File: config.mk
export PLATFORM = sky130hd
export DESIGN_NAME = ws2812_frame_ctrl
export DESIGN_NICKNAME = d
export VERILOG_FILES = /design/src/rtl/ws2812_pkg.sv /design/src/rtl/ws2812_scale.sv /design/src/rtl/ws2812_frame_ctrl.sv
export SDC_FILE = /design/constraint.sdc
export NUM_CORES = 1
export LEC_CHECK = 0
export ABC_AREA = 0
export BUFFER_PORTS_ARGS = -buffer_cell sky130_fd_sc_hd__buf_2
export CORE_AREA = 2 2 198 103
export CTS_CLUSTER_DIAMETER = 50
export CTS_CLUSTER_SIZE = 28
export DETAILED_ROUTE_END_ITERATION = 6
export DIE_AREA = 0 0 200 105
export PLACE_DENSITY = 0.78
export SLEW_MARGIN = 5
export SYNTH_ARGS = -nofsm -noshare
export SYNTH_HDL_FRONTEND = slang
export SYNTH_SLANG_ARGS = --single-unit
File: constraint.sdc
create_clock -name clk_400k -period 7.1 [get_ports clk_400k]
set_input_delay 1.065 -clock clk_400k [delete_from_list [all_inputs] [get_ports clk_400k]]
set_output_delay 1.065 -clock clk_400k [all_outputs]
set_load 0.05 [all_outputs]
File: src/rtl/ws2812_pkg.sv
// ws2812_pkg: shared state encoding and timing constants for the WS2812 frame controller
package ws2812_pkg;

    localparam int BITS_PER_PIXEL      = 24;
    localparam int PHASES_PER_BIT      = 3;
    localparam int SLOT_CYCLES_DEFAULT = BITS_PER_PIXEL * PHASES_PER_BIT;

    typedef enum logic [2:0] {
        IDLE,
        FETCH,
        SEND,
        DRAIN,
        GAP
    } state_t;

endpackage

File: src/rtl/ws2812_scale.sv
// ws2812_scale: scales one colour channel by (brightness+1)/256, truncated
module ws2812_scale (
    input  logic [7:0] c,
    input  logic [7:0] brightness,
    output logic [7:0] out
);

    // 16-bit product; the top byte is the scaled channel, so 255 is identity and 0 blanks
    always_comb out = 8'(({8'd0, c} * ({8'd0, brightness} + 16'd1)) >> 8);

endmodule

File: src/rtl/ws2812_frame_ctrl.sv
// ws2812_frame_ctrl: fetches, scales and hands pixels to a WS2812 bit driver, one slot per pixel
module ws2812_frame_ctrl
    import ws2812_pkg::*;
#(
    parameter int GAP_CYCLES  = 8,
    parameter int SLOT_CYCLES = SLOT_CYCLES_DEFAULT
) (
    input  logic        clk_400k,
    input  logic        rst_n,
    input  logic        frame_req,
    input  logic [7:0]  num_leds,
    input  logic [7:0]  brightness,
    output logic [7:0]  pix_addr,
    output logic        pix_rd,
    input  logic [23:0] pix_data,
    output logic        drv_start,
    output logic        drv_has_next,
    output logic [7:0]  drv_r,
    output logic [7:0]  drv_g,
    output logic [7:0]  drv_b,
    input  logic        drv_busy,
    output logic        frame_busy,
    output logic        frame_done
);

    // pix_rd is registered one count early so it is visible at SLOT_CYCLES-3
    localparam logic [7:0] RD_AT   = 8'(SLOT_CYCLES - 4);
    localparam logic [7:0] CAP_AT  = 8'(SLOT_CYCLES - 2);
    localparam logic [7:0] END_AT  = 8'(SLOT_CYCLES - 1);
    localparam logic [7:0] DONE_AT = 8'(GAP_CYCLES - 2);
    localparam logic [7:0] GAP_END = 8'(GAP_CYCLES - 1);

    state_t      state, state_n;
    logic [7:0]  cnt, cnt_n, idx, idx_n, n_q, n_n, br_q, br_n, addr_n;
    logic [23:0] hold_q, hold_n, col_q, col_n, scaled;
    logic        first_q, first_n, rd_n, start_n, next_n, busy_n, done_n, more;

    ws2812_scale u_scale_r (.c(pix_data[23:16]), .brightness(br_q), .out(scaled[23:16]));
    ws2812_scale u_scale_g (.c(pix_data[15:8]),  .brightness(br_q), .out(scaled[15:8]));
    ws2812_scale u_scale_b (.c(pix_data[7:0]),   .brightness(br_q), .out(scaled[7:0]));

    // the first pixel of a frame arrives in its own drv_start cycle, so it bypasses col_q once
    assign {drv_r, drv_g, drv_b} = first_q ? scaled : col_q;
    assign more = (idx + 8'd1) < n_q;

    // next-state and next-output decode
    always_comb begin
        state_n = state;
        cnt_n   = cnt;
        idx_n   = idx;
        n_n     = n_q;
        br_n    = br_q;
        hold_n  = hold_q;
        col_n   = col_q;
        first_n = 1'b0;
        addr_n  = pix_addr;
        rd_n    = 1'b0;
        start_n = 1'b0;
        next_n  = drv_has_next;
        busy_n  = frame_busy;
        done_n  = 1'b0;
        case (state)
            IDLE: begin
                busy_n = 1'b0;
                if (frame_req && !drv_busy && !frame_busy) begin
                    n_n    = num_leds;
                    br_n   = brightness;
                    busy_n = 1'b1;
                    done_n = num_leds == 8'd0;
                    if (num_leds != 8'd0) begin
                        state_n = FETCH;
                        rd_n    = 1'b1;
                        addr_n  = 8'd0;
                    end
                end
            end
            FETCH: begin
                state_n = SEND;
                cnt_n   = 8'd0;
                idx_n   = 8'd0;
                start_n = 1'b1;
                next_n  = 1'b0;
                first_n = 1'b1;
            end
            SEND: begin
                cnt_n = cnt + 8'd1;
                if (first_q) col_n = scaled;
                if (cnt == RD_AT && more) begin
                    rd_n   = 1'b1;
                    addr_n = idx + 8'd1;
                end
                if (cnt == CAP_AT) hold_n = scaled;
                if (cnt == END_AT) begin
                    cnt_n = 8'd0;
                    if (more) begin
                        col_n   = hold_q;
                        start_n = 1'b1;
                        next_n  = 1'b1;
                        idx_n   = idx + 8'd1;
                    end else begin
                        state_n = DRAIN;
                    end
                end
            end
            DRAIN: begin
                if (cnt < 8'd2) begin
                    cnt_n = cnt + 8'd1;
                end else if (!drv_busy) begin
                    state_n = GAP;
                    cnt_n   = 8'd0;
                end
            end
            GAP: begin
                cnt_n  = cnt + 8'd1;
                done_n = cnt == DONE_AT;
                if (cnt == GAP_END) begin
                    state_n = IDLE;
                    cnt_n   = 8'd0;
                    busy_n  = 1'b0;
                end
            end
            default: state_n = IDLE;
        endcase
    end

    // state and registered outputs; reset clears everything the driver can see
    always_ff @(posedge clk_400k or negedge rst_n) begin
        if (!rst_n) begin
            state        <= IDLE;
            cnt          <= 8'd0;
            idx          <= 8'd0;
            n_q          <= 8'd0;
            br_q         <= 8'd0;
            hold_q       <= 24'd0;
            col_q        <= 24'd0;
            first_q      <= 1'b0;
            pix_addr     <= 8'd0;
            pix_rd       <= 1'b0;
            drv_start    <= 1'b0;
            drv_has_next <= 1'b0;
            frame_busy   <= 1'b0;
            frame_done   <= 1'b0;
        end else begin
            state        <= state_n;
            cnt          <= cnt_n;
            idx          <= idx_n;
            n_q          <= n_n;
            br_q         <= br_n;
            hold_q       <= hold_n;
            col_q        <= col_n;
            first_q      <= first_n;
            pix_addr     <= addr_n;
            pix_rd       <= rd_n;
            drv_start    <= start_n;
            drv_has_next <= next_n;
            frame_busy   <= busy_n;
            frame_done   <= done_n;
        end
    end

endmodule

==> results.md <==
- Instance area at placement: between 10000 and 15000 um^2
- Type of origin of the critical path: register
- Die extent in y: 105 um
- Max-cap violations: 0
- Starting Density: 0.593
- Critical setup path kind: register to output pin
- Final-layout setup total negative slack: 0 ps
- Final core occ: 0.672
- Final worst path period need: ~6900 ps
- R2R Path Start: br_q[0]
- Hold-fix buffers at CTS: 0
- First DRT Iteration DRCs: around 660
- Later-pin clock latency in the skew report: ~340 ps
- Clock slew seen by the registers of the worst setup and hold paths: about 70 ps
- Boundary Pins: 81
- Worst r2r path cells: 21
- Crit. End Element: output pin
- Synth top area share: 0.214
- Syn_nets: ~1500
- Routed wire per std cell: around 19 um
- Mapped Area: 11400 um^2
- Aggregate routed wire length: 30000 um
- Number of global-route vias before repair: 9375
- Share of cells above drive strength 1: 0.177
- Average cell area after synthesis: ~9.3 um^2
- Overall fraction of global-route tracks in use: 0.291
- Max Root-Sink Buffers: 2
- Crit path required time: around 6000 ps
- Slew headroom: 0.334
- Tightest Pin Transition: approximately 1000 ps
- First-pass GRT wire length: 47900 um
- Max Freq: 144 MHz
- CP startpoint: br_q[0]
- Top library cells by usage in the layout, fill and taps aside: sky130_fd_sc_hd__inv_1 (179), sky130_fd_sc_hd__fa_1 (120), sky130_fd_sc_hd__and2_1 (119)
- Count of H-tree levels built during CTS: 3
- DR pass1 iterations: 6
- Layout-stage area growth over the synthesis result: 13.4%
- Final setup violation count: 0
- Global placement routability congestion: around 0.91
- Run status: completed
- Num Clock Sinks: 97
- Period utilisation layout: 0.978
- Synthesized instance count: around 1200
- Endpoint of the most critical setup path: drv_b[6]
- Number of antenna violations at the first check in global routing: 1
- Area enclosed by the die boundary: about 21000 um^2
- Number of I/O port buffers: 80
- Unique masters post-synth: 64
- Worst hold path type: register to register
- TritonCTS clock tree: yes
- Pin count of the biggest net entering global routing: just under 70
- Unrepaired setup endpoints after global routing: yes
- Layout Cell Area excl Fill: ~13000 um^2
- Worst-case hold slack: roughly 470 ps
- FF-to-FF End: hold_q[20]
- Routed via count divided by cell count: 5.79
- Number of hold-slack violations in the final timing report: 0
- Largest cells by area after synthesis: sky130_fd_sc_hd__dfrtp_1 (21%), sky130_fd_sc_hd__fa_1 (21%), sky130_fd_sc_hd__ha_1 (12%), sky130_fd_sc_hd__and2_1 (6.6%), sky130_fd_sc_hd__inv_1 (5.9%)
- Die width: approximately 200 um
- Maximum fanout along the worst path: 8
- Commonest non-fill, non-tap cell in the layout: sky130_fd_sc_hd__inv_1
- Cell row count: 36
- Count of final max-slew check failures: 0
- Clock buffers created by TritonCTS: 9
- Setup slack, reg-to-reg: 1580 ps
- Final net count: around 1600
- Antenna viol nets, final: 0
- Number of flops mapped to enable cells by yosys: 0
- Sum of overflow across all layers after global routing: 0
- Arr. time, crit path: 5880 ps
- Primary FF master, synth: sky130_fd_sc_hd__dfrtp_1
- Area leader, netlist: sky130_fd_sc_hd__dfrtp_1
- Root cell of the clock tree: sky130_fd_sc_hd__clkbuf_16
- Worst Skew: ~9 ps
- Post-synthesis sequential area ratio: 0.214
- # DRC: 0
- Ys Warns: 0
- HPWL Detailed: between 20000 and 25000 um
- Total of flip-flops plus latches after synthesis: 97
- Vias: just over 9000
- Asr flop ratio synth: 1.00
- Standard cell core area: between 15000 and 20000 um^2
[cell usage after synthesis (all sizes together) (3+ instances only)]
library cell  count
nand4b            3
nor2b            64
mux2i             4
clkbuf           36
and2            119
nand3b            3
nor4              4
a211oi           10
xnor2            31
o22ai             7
mux2             53
nor3             11
or4               3
a31oi             5
ha              108
nand2b           15
nand3            22
or3               4
o21a              7
and3              7
buf               7
inv             179
a22oi             4
xor2             11
and4              3
nor2             41
a21oi            39
a21o             16
nand4             4
fa              120
dfrtp            97
o31ai            16
nand2            84
o21ai            51
o21bai            3
[stage by stage]
step,setup WS (ps),cells
after floorplan,138,1220
after global placement,111,1544
after detailed placement,-42.8,1544
after CTS,6.99,1564
after global routing,-57.3,1578
final,159,1579
[per-layer routing]
metal | track usage | wire length [um]
met2 | 0.425 | 12900
met5 | 0 | 0
met3 | 0.0842 | 3200
met1 | 0.439 | 13700
met4 | 0.0317 | 157
[what timing repair did]
item	in CTS	in global routing
gates resized for setup	14	47
pin swaps	2	12
setup endpoints to repair	19	20
buffers inserted	4	11
gates cloned	1	3
[flip-flops by register name, indices dropped and copies added (netlist names), 3 cells and up]
signal,flops
pix_addr,8
state,3
idx,8
hold_q,24
br_q,8
n_q,8
col_q,24
cnt,8
[area by class of cell]
class	instances	area (um^2)
tap	266	333
antenna	1	2.50
multi-input combinational	903	8370
sequential	97	2430
fill	1491	6270
clock inverter	5	61.3
clock buffer	10	239
inverter	179	672
timing repair buffer	118	767
[cells by family after synthesis]
group,synth area share
and+or+nand+nor,0.187
adders and majority gates,0.331
buffers and inverters,0.0747
AOI/OAI and AO/OA,0.105
DFF,0.214
muxes,0.0561
xor gates and xnor gates,0.0324
[worst min path at each step]
stage | from | to | slack, ps | cells after the start
after floorplan | col_q[11] | col_q[11] | 430 | 2
after global placement | col_q[18] | col_q[18] | 450 | 2
after detailed placement | col_q[11] | col_q[11] | 450 | 2
after CTS | col_q[11] | col_q[11] | 470 | 2
after global routing | pix_addr[6] | pix_addr[6] | 500 | 2
final | col_q[11] | col_q[11] | 470 | 2
[worst max-delay path, stage by stage, from the launching register on]
cell                       delay, ps
sky130_fd_sc_hd__dfrtp_2         410
sky130_fd_sc_hd__ha_2            270
sky130_fd_sc_hd__nand3_4         170
sky130_fd_sc_hd__xnor2_4         340
sky130_fd_sc_hd__buf_4           190
sky130_fd_sc_hd__and2_1          190
sky130_fd_sc_hd__fa_1            460
sky130_fd_sc_hd__fa_1            470
sky130_fd_sc_hd__fa_1            500
sky130_fd_sc_hd__inv_1            50
sky130_fd_sc_hd__fa_1            470
sky130_fd_sc_hd__inv_1            40
sky130_fd_sc_hd__ha_1            370
sky130_fd_sc_hd__and4_1          220
sky130_fd_sc_hd__a211o_1         320
sky130_fd_sc_hd__nand2b_1        170
sky130_fd_sc_hd__a311oi_2        290
sky130_fd_sc_hd__nor2_1          100
sky130_fd_sc_hd__mux2_2          270
sky130_fd_sc_hd__buf_2           210
Power is left out: the tool's default activity adds up to more than one toggle a clock period on the data nets, which glitch-free logic cannot reach.
